--- src/rtl/rpm_pulse_cond_pkg.sv ---
// Shared constants and state encoding for the tachometer input conditioner.
package rpm_pulse_cond_pkg;

    localparam int RPM_WIDTH         = 16;
    localparam int RPM_DEB_DEFAULT   = 4;
    localparam int RPM_STALL_DEFAULT = 65535;

    typedef enum logic [1:0] {
        ST_LOW     = 2'd0,
        ST_QUAL_HI = 2'd1,
        ST_HIGH    = 2'd2,
        ST_QUAL_LO = 2'd3
    } cond_state_t;

endpackage

--- src/rtl/rpm_sync.sv ---
// N-stage resettable synchroniser for asynchronous single-bit inputs.
// Latency STAGES cycles; no backpressure.
module rpm_sync #(
    parameter int   STAGES    = 2,
    parameter logic RESET_VAL = 1'b0
) (
    input  logic clk,
    input  logic reset_n,
    input  logic d,
    output logic q
);

    logic [STAGES-1:0] ff;

    always_ff @(posedge clk or negedge reset_n) begin
        if (!reset_n) begin
            ff <= {STAGES{RESET_VAL}};
        end else begin
            ff <= {ff[STAGES-2:0], d};
        end
    end

    assign q = ff[STAGES-1];

endmodule

--- src/rtl/rpm_pulse_cond.sv ---
// Sensor conditioner: sync, debounce, edge strobe, stall detect, glitch count.
// Latency SYNC_STAGES+DEBOUNCE_CYCLES cycles to pulse; no backpressure.
module rpm_pulse_cond
    import rpm_pulse_cond_pkg::*;
#(
    parameter int SYNC_STAGES     = 2,
    parameter int DEBOUNCE_CYCLES = RPM_DEB_DEFAULT,
    parameter int STALL_CYCLES    = RPM_STALL_DEFAULT,
    parameter int EDGE            = 1
) (
    input  logic       clk,
    input  logic       reset_n,
    input  logic       sensor_in,
    input  logic       en,
    output logic       pulse,
    output logic       level,
    output logic       stalled,
    output logic [7:0] glitch_cnt
);

    localparam logic [7:0]           DEB_LIM   = 8'(DEBOUNCE_CYCLES);
    localparam logic [RPM_WIDTH-1:0] STALL_LIM = RPM_WIDTH'(STALL_CYCLES);

    logic                 s;
    cond_state_t          state;
    logic [7:0]           deb_cnt;
    logic [RPM_WIDTH-1:0] stall_cnt;
    logic                 acc_rise;
    logic                 acc_fall;
    logic                 pulse_set;

    rpm_sync #(
        .STAGES    (SYNC_STAGES),
        .RESET_VAL (1'b0)
    ) u_sync (
        .clk     (clk),
        .reset_n (reset_n),
        .d       (sensor_in),
        .q       (s)
    );

    always_comb begin
        acc_rise  = (state == ST_QUAL_HI) && s  && (deb_cnt == DEB_LIM);
        acc_fall  = (state == ST_QUAL_LO) && !s && (deb_cnt == DEB_LIM);
        pulse_set = en && ((EDGE != 0) ? acc_rise : acc_fall);
    end

    always_ff @(posedge clk or negedge reset_n) begin
        if (!reset_n) begin
            state      <= ST_LOW;
            deb_cnt    <= 8'd0;
            level      <= 1'b0;
            pulse      <= 1'b0;
            glitch_cnt <= 8'd0;
        end else begin
            pulse <= pulse_set;
            case (state)
                ST_LOW: begin
                    if (s) begin
                        state   <= ST_QUAL_HI;
                        deb_cnt <= 8'd1;
                    end
                end
                ST_QUAL_HI: begin
                    if (s) begin
                        if (deb_cnt == DEB_LIM) begin
                            state <= ST_HIGH;
                            level <= 1'b1;
                        end else begin
                            deb_cnt <= deb_cnt + 8'd1;
                        end
                    end else begin
                        state <= ST_LOW;
                        if (glitch_cnt != 8'hFF) glitch_cnt <= glitch_cnt + 8'd1;
                    end
                end
                ST_HIGH: begin
                    if (!s) begin
                        state   <= ST_QUAL_LO;
                        deb_cnt <= 8'd1;
                    end
                end
                ST_QUAL_LO: begin
                    if (!s) begin
                        if (deb_cnt == DEB_LIM) begin
                            state <= ST_LOW;
                            level <= 1'b0;
                        end else begin
                            deb_cnt <= deb_cnt + 8'd1;
                        end
                    end else begin
                        state <= ST_HIGH;
                        if (glitch_cnt != 8'hFF) glitch_cnt <= glitch_cnt + 8'd1;
                    end
                end
                default: state <= ST_LOW;
            endcase
        end
    end

    // An accepted pulse beats saturation in the same cycle.
    always_ff @(posedge clk or negedge reset_n) begin
        if (!reset_n) begin
            stall_cnt <= '0;
            stalled   <= 1'b0;
        end else if (!en || pulse_set) begin
            stall_cnt <= '0;
            stalled   <= 1'b0;
        end else if (stall_cnt != STALL_LIM) begin
            stall_cnt <= stall_cnt + 1'b1;
            stalled   <= (stall_cnt + 1'b1) == STALL_LIM;
        end
    end

endmodule

--- config.mk ---
export PLATFORM = sky130hd
export DESIGN_NAME = rpm_pulse_cond
export DESIGN_NICKNAME = d
export VERILOG_FILES = /design/src/rtl/rpm_pulse_cond_pkg.sv /design/src/rtl/rpm_sync.sv /design/src/rtl/rpm_pulse_cond.sv
export SDC_FILE = /design/constraint.sdc
export NUM_CORES = 1
export LEC_CHECK = 0
export BUFFER_PORTS_ARGS = -buffer_cell sky130_fd_sc_hd__buf_4
export CAP_MARGIN = 40
export CELL_PAD_IN_SITES_DETAIL_PLACEMENT = 1
export CELL_PAD_IN_SITES_GLOBAL_PLACEMENT = 1
export CORE_MARGIN = 4
export CORE_UTILIZATION = 52
export CTS_BUF_LIST = sky130_fd_sc_hd__clkbuf_2
export CTS_CLUSTER_DIAMETER = 80
export CTS_CLUSTER_SIZE = 40
export DETAILED_ROUTE_END_ITERATION = 6
export PLACE_DENSITY = 0.91
export REMOVE_ABC_BUFFERS = 1
export SLEW_MARGIN = 0
export SYNTH_ARGS = -nofsm -noshare
export SYNTH_HDL_FRONTEND = slang
export SYNTH_SLANG_ARGS = --single-unit
--- constraint.sdc ---
create_clock -name clk -period 5.63 [get_ports clk]
set_input_delay 1.126 -clock clk [delete_from_list [all_inputs] [get_ports clk]]
set_output_delay 1.126 -clock clk [all_outputs]
set_load 0.02 [all_outputs]
# [Word level (Yosys, flattened, before mapping)]
# Cells that the tools add are included.
[op_classes] n_reduce_logical=12 shift=0 div=0 magnitude_cmp=0 add_sub_neg=3 n_bitwise=0 mul=0 n_mux=26 eq_ne=17
[ops] op="8-bit 2-to-1 mux" count=8
[ops] op="16-bit 2-to-1 mux" count=2
[ops] op="8-bit case mux with 4 select lines" count=1
[ops] op="16-bit by 1-bit adder with 16-bit output (second input constant)" count=1
[ops] op="8-bit by 1-bit adder with 8-bit output (second input constant)" count=2
[ops] op="16-bit equality test (second input constant)" count=1
[ops] op="16-bit inequality test (second input constant)" count=1
[ops] op="8-bit case mux with 2 select lines" count=1
[ops] op="2-bit 2-to-1 mux" count=6
[ops] op="2-bit by 1-bit inequality test with 1-bit output (second input constant)" count=5
[ops] op="8-bit by 3-bit equality test with 1-bit output (second input constant)" count=1
[ops] op="8-bit inequality test (second input constant)" count=1
[ops] op="2-bit case mux with 4 select lines" count=1
[ops] op="4-bit AND reduction" count=2
[ops] op="1-bit 2-to-1 mux" count=6
[ops] op="2-bit inequality test (second input constant)" count=3
[ops] op="5-bit AND reduction" count=1
[ops] op="2-bit equality test (second input constant)" count=2
[ops] op="2-bit nonzero test" count=2
[ops] op="1-bit logical AND" count=3
[ops] op="3-bit by 1-bit inequality test with 1-bit output (second input constant)" count=1
[ops] op="3-bit inequality test (second input constant)" count=1
[ops] op="3-bit AND reduction" count=1
[ops] op="2-bit by 1-bit equality test with 1-bit output (second input constant)" count=1
[ops] op="other kinds (4)" count=4
[word_totals] ramBits=0 romBits=0 output_inout_bits=11 memories=0 latchBits=0 regBits=39

# [Depth between registers and ports, before layout]
[logic_depth] word_depth=6 ltp_mapped=8 ltp_nobuf=7

# [Cells and area by module]
# From an unflattened synthesis, not the netlist that was laid out.
[unflattened] cells_unflattened=179 hier_area_um2=1926.8
[modules_own_cells] mod="rpm_pulse_cond" cells_each=177 area_each_um2=1876.8 instances=1 seq_area_each_um2=925.9
[modules_own_cells] mod="rpm_sync" cells_each=2 area_each_um2=50.0 instances=1 seq_area_each_um2=50.0

# [Worst setup path before layout]
# No wires, ideal clock.
[synth_timing] kind="input-to-reg" from="in en" to="reg stalled" setup_time_ps=104 path_slack_ps=3520 t_arrival_ps=2007 cell_stages=6 t_required_ps=5526 path_cell_list="inv_1 -> a41o_1 -> clkbuf_1 -> nor3_1 -> o2111ai_1 -> o41ai_2"
[synth_via] elab_chain_len=3 elab_cells_between_ends=5
[synth_lines] element="start: declaration" line="rpm_pulse_cond.sv:14" source="input logic en,"
[synth_lines] element="1-bit logical NOT or 1-bit logical AND (tied branches)" line="rpm_pulse_cond.sv:106, rpm_pulse_cond.sv:45"
[synth_lines] element="1-bit logical OR *" line="rpm_pulse_cond.sv:106" source="end else if (!en || pulse_set) begin"
[synth_lines] element="1-bit 2-to-1 mux or 2-bit nonzero test (tied branches)"
[synth_lines] element="end signal: assignment" line="rpm_pulse_cond.sv:105" source="stalled <= 1'b0;"
[synth_lines] element="end signal: assignment" line="rpm_pulse_cond.sv:108" source="stalled <= 1'b0;"
[synth_lines] element="end signal: assignment" line="rpm_pulse_cond.sv:111" source="stalled <= (stall_cnt + 1'b1) == STALL_LIM;"
[synth_lines] element="end: declaration" line="rpm_pulse_cond.sv:17" source="output logic stalled,"
# Mark *: on every way between the ends. The rest lies on a longest branch, timed or not.
# A chain may end at the register's enable or synchronous reset.

# [Final worst setup path]
[layout_timing] from="reg stall_cnt[0]" to="reg stalled"
[layout_via] elab_chain_len=4 elab_cells_between_ends=6
[layout_lines] element="start: declaration" line="rpm_pulse_cond.sv:27" source="logic [RPM_WIDTH-1:0] stall_cnt;"
[layout_lines] element="start signal: assignment" line="rpm_pulse_cond.sv:110" source="stall_cnt <= stall_cnt + 1'b1;"
[layout_lines] element="16-bit by 1-bit adder with 16-bit output" line="rpm_pulse_cond.sv:111"
[layout_lines] element="16-bit equality test" line="rpm_pulse_cond.sv:111"
[layout_lines] element="1-bit 2-to-1 mux" line="rpm_pulse_cond.sv:109" source="end else if (stall_cnt != STALL_LIM) begin"
[layout_lines] element="1-bit 2-to-1 mux" line="rpm_pulse_cond.sv:106"
# Parallel ways exist; a longest one is shown, timed or not. The select of a mux whose other input is x is not followed.

==> flow_metrics.py <==
metrics = {
    "pwr": {
        "p_clk_share_pct": 17.1,
        "combPwrFrac_pct": 29.5,
        "leakagePower_nw": 0.996,
        "switching_share_pct": 38.8,
        "ir_worst_vdd_v": 0.000231,
        "power_frac_seq_pct": 53.3,
        "netSwitchingPower_mw": 0.275,
        "power.internal_mw": 0.435,
        "powerDensity_nw_per_um2": 317,
    },
    "timing": {
        "timing.slew.headroom_pct": 47.0,
        "fmax_mhz": 374,
        "period_minus_slack_ns": 2.68,
        "finalSetupViolCount": 0,
        "skew_ns": 0.0120,
        "tightest_slew_ns": 0.796,
        "setup_slack_ns": 2.95,
        "slew_violations": 0,
        "finalHoldViolCount": 0,
        "period_share_pct": 47.5,
        "tns_ns": 0,
        "rsz0062_at_grt": "no",
        "hold_slack_ns": 0.382,
    },
    "yosys": {
        "synth_common_cells": "39 x dfrtp_1, 20 x nor2_1, 15 x a21oi_1",
        "ys_seq_area_share_pct": 46.9,
        "synth_cell_types": 41,
        "ys.flop_type": "dfrtp_1",
        "ys_ff_latch": 39,
        "netlist.area_leader.share_pct": 46.9,
        "yosys-top-cells-area": "dfrtp_1 47%, xnor2_1 5.9%, xor2_1 5.9%",
        "syn_area_per_cell_um2": 10.0,
        "synth_most_common_cell": "dfrtp_1",
        "synthCells": 208,
        "async_flop_share_pct": 100,
        "yosys_warnings": 0,
        "netlist_area_um2": 2080,
        "synth_edf_count": 0,
        "synth_top_cell_by_area": "dfrtp_1",
    },
    "global_routing": {
        "grt_pass1_wl_mm": 9.05,
        "grt_max_degree": 40,
        "grt_use_total_pct": 22.6,
        "antenna_found_initial": 0,
        "grt_pass1_vias": 1863,
        "overflow": 0,
    },
    "critical_path": {
        "arrival_ns": 2.96,
        "slowest_delay_ns": 0.55,
        "worstSetupPathType": "register to register",
        "crit_path_end_kind": "register",
        "worst-path-buf-inv": 0,
        "path_cells": "ha_1, nand4_2, nor3_4, nand3_1, or3_1, o41ai_2",
        "worstPathRequired_ns": 5.91,
        "cpLargestDelayFamily": "simple AND/OR/NAND/NOR gates",
        "cp_max_fo": 17,
        "cp-start-kind": "register",
        "slowest_stage": "nand3_1",
    },
    "outcome": {
        "status": "complete, no violations",
    },
    "clock_tree": {
        "post_cts_buffers": 0,
        "cts.reportedPaths.clkPinSlew_ns": 0.20,
        "cts_buffers": 5,
        "clock_path_buffers": 2,
        "cts.sinks": 39,
        "cts_root_buffer": "clkbuf_2",
        "clkLatencyLatePin_ns": 0.37,
        "ctsHoldBuffers": 0,
        "cts_tree": "done",
        "htreeDepth": 2,
        "ctsResizeCount": 0,
    },
    "route": {
        "dr.pass1.iters": 4,
        "via_per_inst": 6.00,
        "drt_iter0_drc": 130,
        "final_antenna_net_count": 0,
        "wl_per_cell_um": 19.2,
        "drc": 0,
        "drt-total-wl_mm": 5.16,
        "vias": 1614,
    },
    "floorplanning": {
        "core_area_um2": 3770,
        "start_util_pct": 55.1,
        "die_h_um": 71.2,
        "pin_count": 15,
        "rows": 22,
        "die-area_um2": 5070,
        "dieWidth_um": 71.2,
    },
    "cells_and_area": {
        "syn_to_final_growth_pct": 8.00,
        "multiInputGateArea_um2": 1020,
        "antenna_cells": 0,
        "fillers": 426,
        "seq_area_um2": 976,
        "drive_gt1_share_pct": 14.5,
        "final_nets": 229,
    },
    "placed_design": {
        "post-place-ws_ns": 3.04,
        "place.gp.congestion": 0.872,
        "place_hpwl_mm": 3.67,
        "io_buffers": 14,
    },
    "hold_path": {
        "hp-class": "register to register",
    },
    "job": {
        "drv_cap": 0,
    },
}
[layout by cell type (no fill, tap or decap), types with 3 or more instances in the layout]
cell and instances:
dfrtp_1 39, nor2_1 20, a21oi_1 15, xnor2_1 14, xor2_1 14, nand2_1 14, buf_4 14, nand3_1 11
inv_1 10, and3_1 8, nand4_1 6, clkbuf_2 6, a31oi_1 5, ha_1 5, nor3_1 4, o21ai_0 4
nand3b_1 3
[layout make-up]
type                            instances  area share [%]
Inverter                               10            1.67
Clock buffer                            6            1.34
Multi-Input combinational cell        150            45.6
Timing Repair Buffer                   14            4.68
Tap cell                               48            2.67
Sequential cell                        39            43.5
Clock inverter                          2           0.557
[layer usage]
| layer | wire, um | share of wire, % | vias to the layer above | GRT usage, % |
|---|---|---|---|---|
| li1 | - | - | 757 | - |
| met3 | 179 | 3.5 | 10 | 5.19 |
| met4 | 97 | 1.9 | 0 | 7.31 |
| met1 | 2060 | 40 | 811 | 26.5 |
| met5 | 0 | 0 | - | 0 |
| met2 | 2820 | 55 | 36 | 40.7 |
[registers in the layout, indices dropped and copies added, names as in the netlist, named ones only]
register	cells
state	1
u_sync.ff	2
glitch_cnt	8
deb_cnt	8
pulse	1
stall_cnt	16
level	1
stalled	1
[per-stage QoR]
step / cell area, um^2 / instances / utilization [%] / total power, mW
2_1_floorplan: 2040 / 199 / - / 0.501
3_3_place_gp: 2200 / 261 / 58.4 / 0.567
3_5_place_dp: 2200 / 261 / 58.4 / 0.589
4_1_cts: 2250 / 269 / 59.6 / 0.716
5_1_grt: 2250 / 269 / 59.6 / 0.757
6_report: 2250 / 269 / 59.6 / 0.711
[power groups by stage]
stage	Sequential, mW	Clock, mW	Combinational [mW]
after floorplan	0.393	0	0.108
after global placement	0.375	0	0.191
after detailed placement	0.381	0	0.208
after CTS	0.378	0.126	0.213
after global routing	0.386	0.142	0.230
final	0.379	0.122	0.210
[worst reg2reg max path: cells and delay by family, from the launching register on]
kind | cells | cell delay [ns]
simple gates | 4 | 1.63
flops | 1 | 0.50
fa+ha+maj | 1 | 0.40
compound gates | 1 | 0.06
[path summary, 6_finish.rpt]
check                      cells after the start  slack (ns)                         to                startpoint
min reg2reg                                    0        0.38     u_sync.ff[1]$_DFF_PN0_    u_sync.ff[0]$_DFF_PN0_
max reg2reg                                    6        2.95        stalled$_DFFE_PN0P_  stall_cnt[0]$_DFFE_PN0P_
min                                            0        0.38     u_sync.ff[1]$_DFF_PN0_    u_sync.ff[0]$_DFF_PN0_
min in group asynchronous                      1        0.68   stall_cnt[2]$_DFFE_PN0P_                   reset_n
max                                            6        2.95        stalled$_DFFE_PN0P_  stall_cnt[0]$_DFFE_PN0P_
max in group asynchronous                      1        4.60  stall_cnt[15]$_DFFE_PN0P_                   reset_n
[cells by family after synthesis]
group           Yosys count  share of synthesized area (%)
simple gates             83                           23.5
flops                    39                           46.9
compound gates           33                           10.5
xor+xnor                 28                           11.8
buf+inv                  19                           3.79
fa+ha+maj                 5                           3.01
mux                       1                          0.541
Note: power is estimated with default switching activity, not from simulation.
